[src/rtl/gng_stat_mon_pkg.sv]
// Shared widths, formats and FSM encoding for the noise generator, its
// statistics monitor and the bench.
package gng_stat_mon_pkg;

    localparam int GNG_DW   = 16;            // sample width, s<16,11>
    localparam int GNG_FRAC = 11;            // fraction bits of a sample
    localparam int GNG_VW   = 32;            // variance width, u<32,22>
    localparam int GNG_SQW  = 2 * GNG_DW - 1; // exact square width, u<31,22>

    typedef enum logic [2:0] {
        IDLE  = 3'd0,
        ACCUM = 3'd1,
        MEAN  = 3'd2,
        SQ    = 3'd3,
        OUT   = 3'd4
    } stat_state_e;

endpackage

[src/rtl/gng_stat_acc.sv]
// Sample counter, running sum and running sum of squares for one window
// of 2^LOG2_N accepted samples.
module gng_stat_acc
    import gng_stat_mon_pkg::*;
#(
    parameter int LOG2_N = 10
) (
    input  logic                                 clk_i,
    input  logic                                 rst_ni,
    input  logic                                 clear_i,
    input  logic                                 en_i,
    input  logic signed [GNG_DW-1:0]             data_i,
    output logic signed [GNG_DW+LOG2_N-1:0]      sum_o,
    output logic        [GNG_SQW+LOG2_N-1:0]     sumsq_o,
    output logic                                 last_o
);

    localparam int SW = GNG_DW + LOG2_N;
    localparam int QW = GNG_SQW + LOG2_N;

    logic        [LOG2_N-1:0]   cnt_q, cnt_d;
    logic signed [SW-1:0]       sum_q, sum_d;
    logic        [QW-1:0]       sumsq_q, sumsq_d;
    logic signed [2*GNG_DW-1:0] prod;

    // Always non-negative; the largest value is (-32768)^2 = 2^30.
    assign prod = data_i * data_i;

    always_comb begin
        cnt_d   = cnt_q;
        sum_d   = sum_q;
        sumsq_d = sumsq_q;
        if (clear_i) begin
            cnt_d   = '0;
            sum_d   = '0;
            sumsq_d = '0;
        end else if (en_i) begin
            cnt_d   = cnt_q + 1'b1;
            sum_d   = sum_q + SW'(data_i);
            sumsq_d = sumsq_q + QW'($unsigned(prod));
        end
    end

    always_ff @(posedge clk_i) begin
        if (!rst_ni) begin
            cnt_q   <= '0;
            sum_q   <= '0;
            sumsq_q <= '0;
        end else begin
            cnt_q   <= cnt_d;
            sum_q   <= sum_d;
            sumsq_q <= sumsq_d;
        end
    end

    assign sum_o   = sum_q;
    assign sumsq_o = sumsq_q;
    assign last_o  = en_i && (cnt_q == '1);

endmodule

[src/rtl/gng_stat_mon.sv]
// Measures mean and variance of a noise stream over one 2^LOG2_N-sample
// window per start request; results hold until the next done pulse.
module gng_stat_mon
    import gng_stat_mon_pkg::*;
#(
    parameter int LOG2_N = 10
) (
    input  logic                     i_clock,
    input  logic                     i_reset,
    input  logic                     start,
    input  logic                     valid_in,
    input  logic signed [GNG_DW-1:0] data_in,
    output logic                     ce_out,
    output logic                     busy,
    output logic                     done,
    output logic signed [GNG_DW-1:0] mean_out,
    output logic        [GNG_VW-1:0] var_out
);

    stat_state_e state_q, state_d;

    logic signed [GNG_DW+LOG2_N-1:0]  sum;
    logic        [GNG_SQW+LOG2_N-1:0] sumsq;
    logic                             last;
    logic                             accept;
    logic                             clear;

    logic signed [GNG_DW-1:0]   mean_q, mean_d;
    logic        [GNG_SQW-1:0]  msq_q, msq_d;
    logic signed [2*GNG_DW-1:0] sq_s;
    logic        [GNG_VW-1:0]   sq_w, msq_ext, var_d;
    logic signed [GNG_DW-1:0]   mean_out_q;
    logic        [GNG_VW-1:0]   var_out_q;

    assign accept = (state_q == ACCUM) && valid_in;
    assign clear  = (state_q == IDLE) && start;

    gng_stat_acc #(
        .LOG2_N (LOG2_N)
    ) u_acc (
        .clk_i   (i_clock),
        .rst_ni  (i_reset),
        .clear_i (clear),
        .en_i    (accept),
        .data_i  (data_in),
        .sum_o   (sum),
        .sumsq_o (sumsq),
        .last_o  (last)
    );

    always_comb begin
        state_d = state_q;
        case (state_q)
            IDLE:    if (start) state_d = ACCUM;
            ACCUM:   if (last)  state_d = MEAN;
            MEAN:    state_d = SQ;
            SQ:      state_d = OUT;
            OUT:     state_d = IDLE;
            default: state_d = IDLE;
        endcase
    end

    // Shifts only: the window length is a power of two.
    assign mean_d  = GNG_DW'(sum >>> LOG2_N);
    assign msq_d   = GNG_SQW'(sumsq >> LOG2_N);

    // Square and subtract share the SQ->OUT edge so the results land as OUT
    // is entered; a negative difference from the floored mean clamps to 0.
    assign sq_s    = mean_q * mean_q;
    assign sq_w    = $unsigned(sq_s);
    assign msq_ext = {1'b0, msq_q};
    assign var_d   = (msq_ext >= sq_w) ? (msq_ext - sq_w) : '0;

    always_ff @(posedge i_clock) begin
        if (!i_reset) begin
            state_q    <= IDLE;
            mean_q     <= '0;
            msq_q      <= '0;
            mean_out_q <= '0;
            var_out_q  <= '0;
        end else begin
            state_q <= state_d;
            if (state_q == MEAN) begin
                mean_q <= mean_d;
                msq_q  <= msq_d;
            end
            if (state_q == SQ) begin
                mean_out_q <= mean_q;
                var_out_q  <= var_d;
            end
        end
    end

    assign ce_out   = (state_q == ACCUM);
    assign busy     = (state_q != IDLE);
    assign done     = (state_q == OUT);
    assign mean_out = mean_out_q;
    assign var_out  = var_out_q;

endmodule

[config.mk]
export PLATFORM = sky130hd
export DESIGN_NAME = gng_stat_mon
export DESIGN_NICKNAME = d
export VERILOG_FILES = /design/src/rtl/gng_stat_mon_pkg.sv /design/src/rtl/gng_stat_acc.sv /design/src/rtl/gng_stat_mon.sv
export SDC_FILE = /design/constraint.sdc
export NUM_CORES = 2
export LEC_CHECK = 0
export CORE_MARGIN = 2
export CORE_UTILIZATION = 26
export DETAILED_ROUTE_END_ITERATION = 16
export PLACE_DENSITY = 0.5
export SYNTH_ARGS = -nofsm -noshare
export SYNTH_HDL_FRONTEND = slang
export SYNTH_HIERARCHICAL = 1
export SYNTH_SLANG_ARGS = --single-unit
[constraint.sdc]
create_clock -name i_clock -period 13.03 [get_ports i_clock]
set_clock_uncertainty 0.15 [all_clocks]
set_input_delay 3.2575 -clock i_clock [delete_from_list [all_inputs] [get_ports i_clock]]
set_output_delay 3.2575 -clock i_clock [all_outputs]
set_load 0.01 [all_outputs]
==> impl_results.md <==
- DRC violations left: 0
- CTS max path bufs: 2
- Number of global-route vias before repair: approximately 22k
- DR pass1 iterations: 5
- Synth Warn #: 6
- CTS tree: done
- Area growth, synth to finish: 10.15%
- Detailed-route via count: about 21k
- Commonest non-fill, non-tap cells in the layout: 701 x inv_1, 476 x fa_1, 343 x nand2_1, 261 x ha_1, 195 x nor2_1
- Global-route wire length before repair: ~120,000 um
- Antenna fix cells: 0
- Root Driver: clkbuf_16
- Max Freq: about 85 MHz
- Largest net degree at the start of global routing: 53
- Rows: roughly 120
- Ratio of cells with drive above 1 in the final layout: 3.451%
- Crit end category: flop
- Cells after Synth: ~3.3k
- Setup tns final: 0 ns
- Buffer and inverter count on the worst path: 5
- Die W: about 340 um
- CTS buffer count: 17
- Total die area: ~0.11 mm^2
- Port bufs: 70
- Initial antenna violation count: 1
- Area fraction of the dominant cell type after synthesis: 33.35%
- Post-Synthesis Net Count: approximately 4.0k
- Core Region: 0.1089 mm^2
- Syn Area/Cell: approximately 8.7 um^2
- Initial Utilization: a little over a quarter
- Post-synth EDFFs: 0
- Vias per inst: between 4 and 5
- PostCTS Resize Cnt: 0
- Cell variety after synth: 86
- Max-cap viol count: 0
- Crit path max fanout: 12
- Post-route antenna net violation count: 0
- All-Layer GR Usage: around 13%
- Final Hold Slack: 0.3052 ns
- Filler Cells Inserted: 11.57k
- CP arrival: about 12 ns
- Final slew viol count: 0
- Final hold viol count: 0
- Reg clk slew, reported paths: roughly 0.07 ns
- Largest area contributor in the netlist: fa_1
- Worst skew pair latency: approximately 0.5 ns
- Critical Path Most Common Cell: fa_1
- Seq/Total Area, Yosys: between 10% and 20%
- RSZ-0062 raised after global routing: false
- DR WL/cell: 15.59 um
- Placed instance area: around 0.031 mm^2
- # Post-CTS Setup Buffers: 0
- Drt initial violations: approximately 1.1k
- Final Cycle Share: between 90% and 100%
- Worst path top cell family by delay: adder cells
- Cell Area, Synth: roughly 0.029 mm^2
- Slew margin rel.: 24.83%
- Die H: about 340 um
- Area of the multi-input gates: 0.02203 mm^2
- CP max stage delay: 0.74 ns
- Post-synthesis register bit count: ~180
- Gpl congestion: approximately 0.84
- Final instance area: 0.03147 mm^2
- Critical path class: input port to flop
- Clock tree sinks: 175
- Synth area leaders: fa_1 33%, dfxtp_1 12%, ha_1 11%
- CP Data Required Time: approximately 13 ns
- Drt total wl: roughly 74,000 um
- Hold_buf cts: 0
- Least-Margin Pin Slew: around 1.1 ns
- # setup viols final: 0
- Status: complete, no violations
- Ys async rst share: 0%
- Grt ovf: 0
- Htree depth: 4
- Startpoint types: input port
- I/O pins: around 70
- Commonest non-fill, non-tap cell in the layout: inv_1
- Crit path time final: between 10 and 15 ns
- Slowest CP cell: clkdlybuf4s50_1
- Net count, final: 4,048
- Hpwl dp: 60,650 um
- Seq. cell area: roughly 0.0035 mm^2
- Main synth FF type: dfxtp_1
- Type of the worst min-delay path: flop to flop
## worst register-to-register path, delay by kind of cell (launching register included)
kind            cells  cell delay, ns
simple gates        8            1.81
buf+inv             4            0.52
fa+ha+maj           8            3.61
mux                 1            0.84
compound gates      7            1.50
flops               1            0.93
xor+xnor            2            0.30
## flip-flops by register name, indices dropped and copies added (netlist names)
register	count
var_out	32
state_q	3
mean_q	16
msq_q	31
mean_out	16
u_acc/sumsq_o	41
u_acc/cnt_q	10
u_acc/sum_o	26
## per-stage QoR
| step | setup slack [ns] | instances | utilization [%] |
|---|---|---|---|
| after floorplan | 1.821 | 3274 | - |
| after global placement | 0.7900 | 4686 | 28.40 |
| after detailed placement | 0.7387 | 4686 | 28.40 |
| after CTS | 1.256 | 4717 | 28.91 |
| after global routing | 0.5848 | 4717 | 28.91 |
| final | 1.254 | 4717 | 28.91 |
## cell usage after synthesis (18+ instances only)
master / count
a211oi_1: 25
inv_1: 701
a21boi_0: 67
a21o_1: 59
nand2b_1: 29
clkbuf_1: 93
o21a_1: 20
dfxtp_1: 175
a22oi_1: 26
fa_1: 476
nand2_1: 343
nand3_1: 37
o21ai_0: 79
nor2b_1: 46
ha_1: 261
mux2i_1: 31
and2_1: 81
a21oi_1: 121
and3_1: 24
xor2_1: 68
nand4_1: 18
xnor2_1: 100
nor2_1: 196
## per-layer routing
layer  track usage (%)  up-vias  wire, um
met1             19.30    10196     37400
met4             2.624        0       862
met5                 0        -         0
met2             21.84      230     33350
met3             1.605       33      1907
li1                  -    10303         -
## logic make-up after synthesis
| logic type | share of synthesized area [%] |
|---|---|
| AO/OA/AOI/OAI | 12.50 |
| AND/OR/NAND/NOR | 13.37 |
| flip-flops | 12.26 |
| multiplexers | 1.204 |
| buffers and inverters | 10.73 |
| adder cells (fa/ha/maj) | 44.78 |
| XOR/XNOR | 5.150 |
## layout make-up
cell class                 count  share of cell area, %
inverter                     702                  8.373
clock buffer                  20                  1.419
sequential                   175                  11.13
clock inverter                11                 0.3419
multi-input combinational   2287                  69.99
tap                         1414                  5.622
timing repair buffer         108                  3.117
## final timing paths
check | slack, ns | cells past startpoint | from | endpoint
max | 1.25 | 31 | data_in[1] | u_acc/sumsq_o[39]$_SDFFE_PP0P_
min | 0.31 | 2 | var_out[28]$_SDFFE_PN0P_ | var_out[28]$_SDFFE_PN0P_
max reg2reg | 3.29 | 30 | mean_q[2]$_SDFFE_PN0N_ | var_out[28]$_SDFFE_PN0P_
min reg2reg | 0.31 | 2 | var_out[28]$_SDFFE_PN0P_ | var_out[28]$_SDFFE_PN0P_
Power is left out: the tool's default activity adds up to more than one toggle a clock period on the data nets, which glitch-free logic cannot reach.
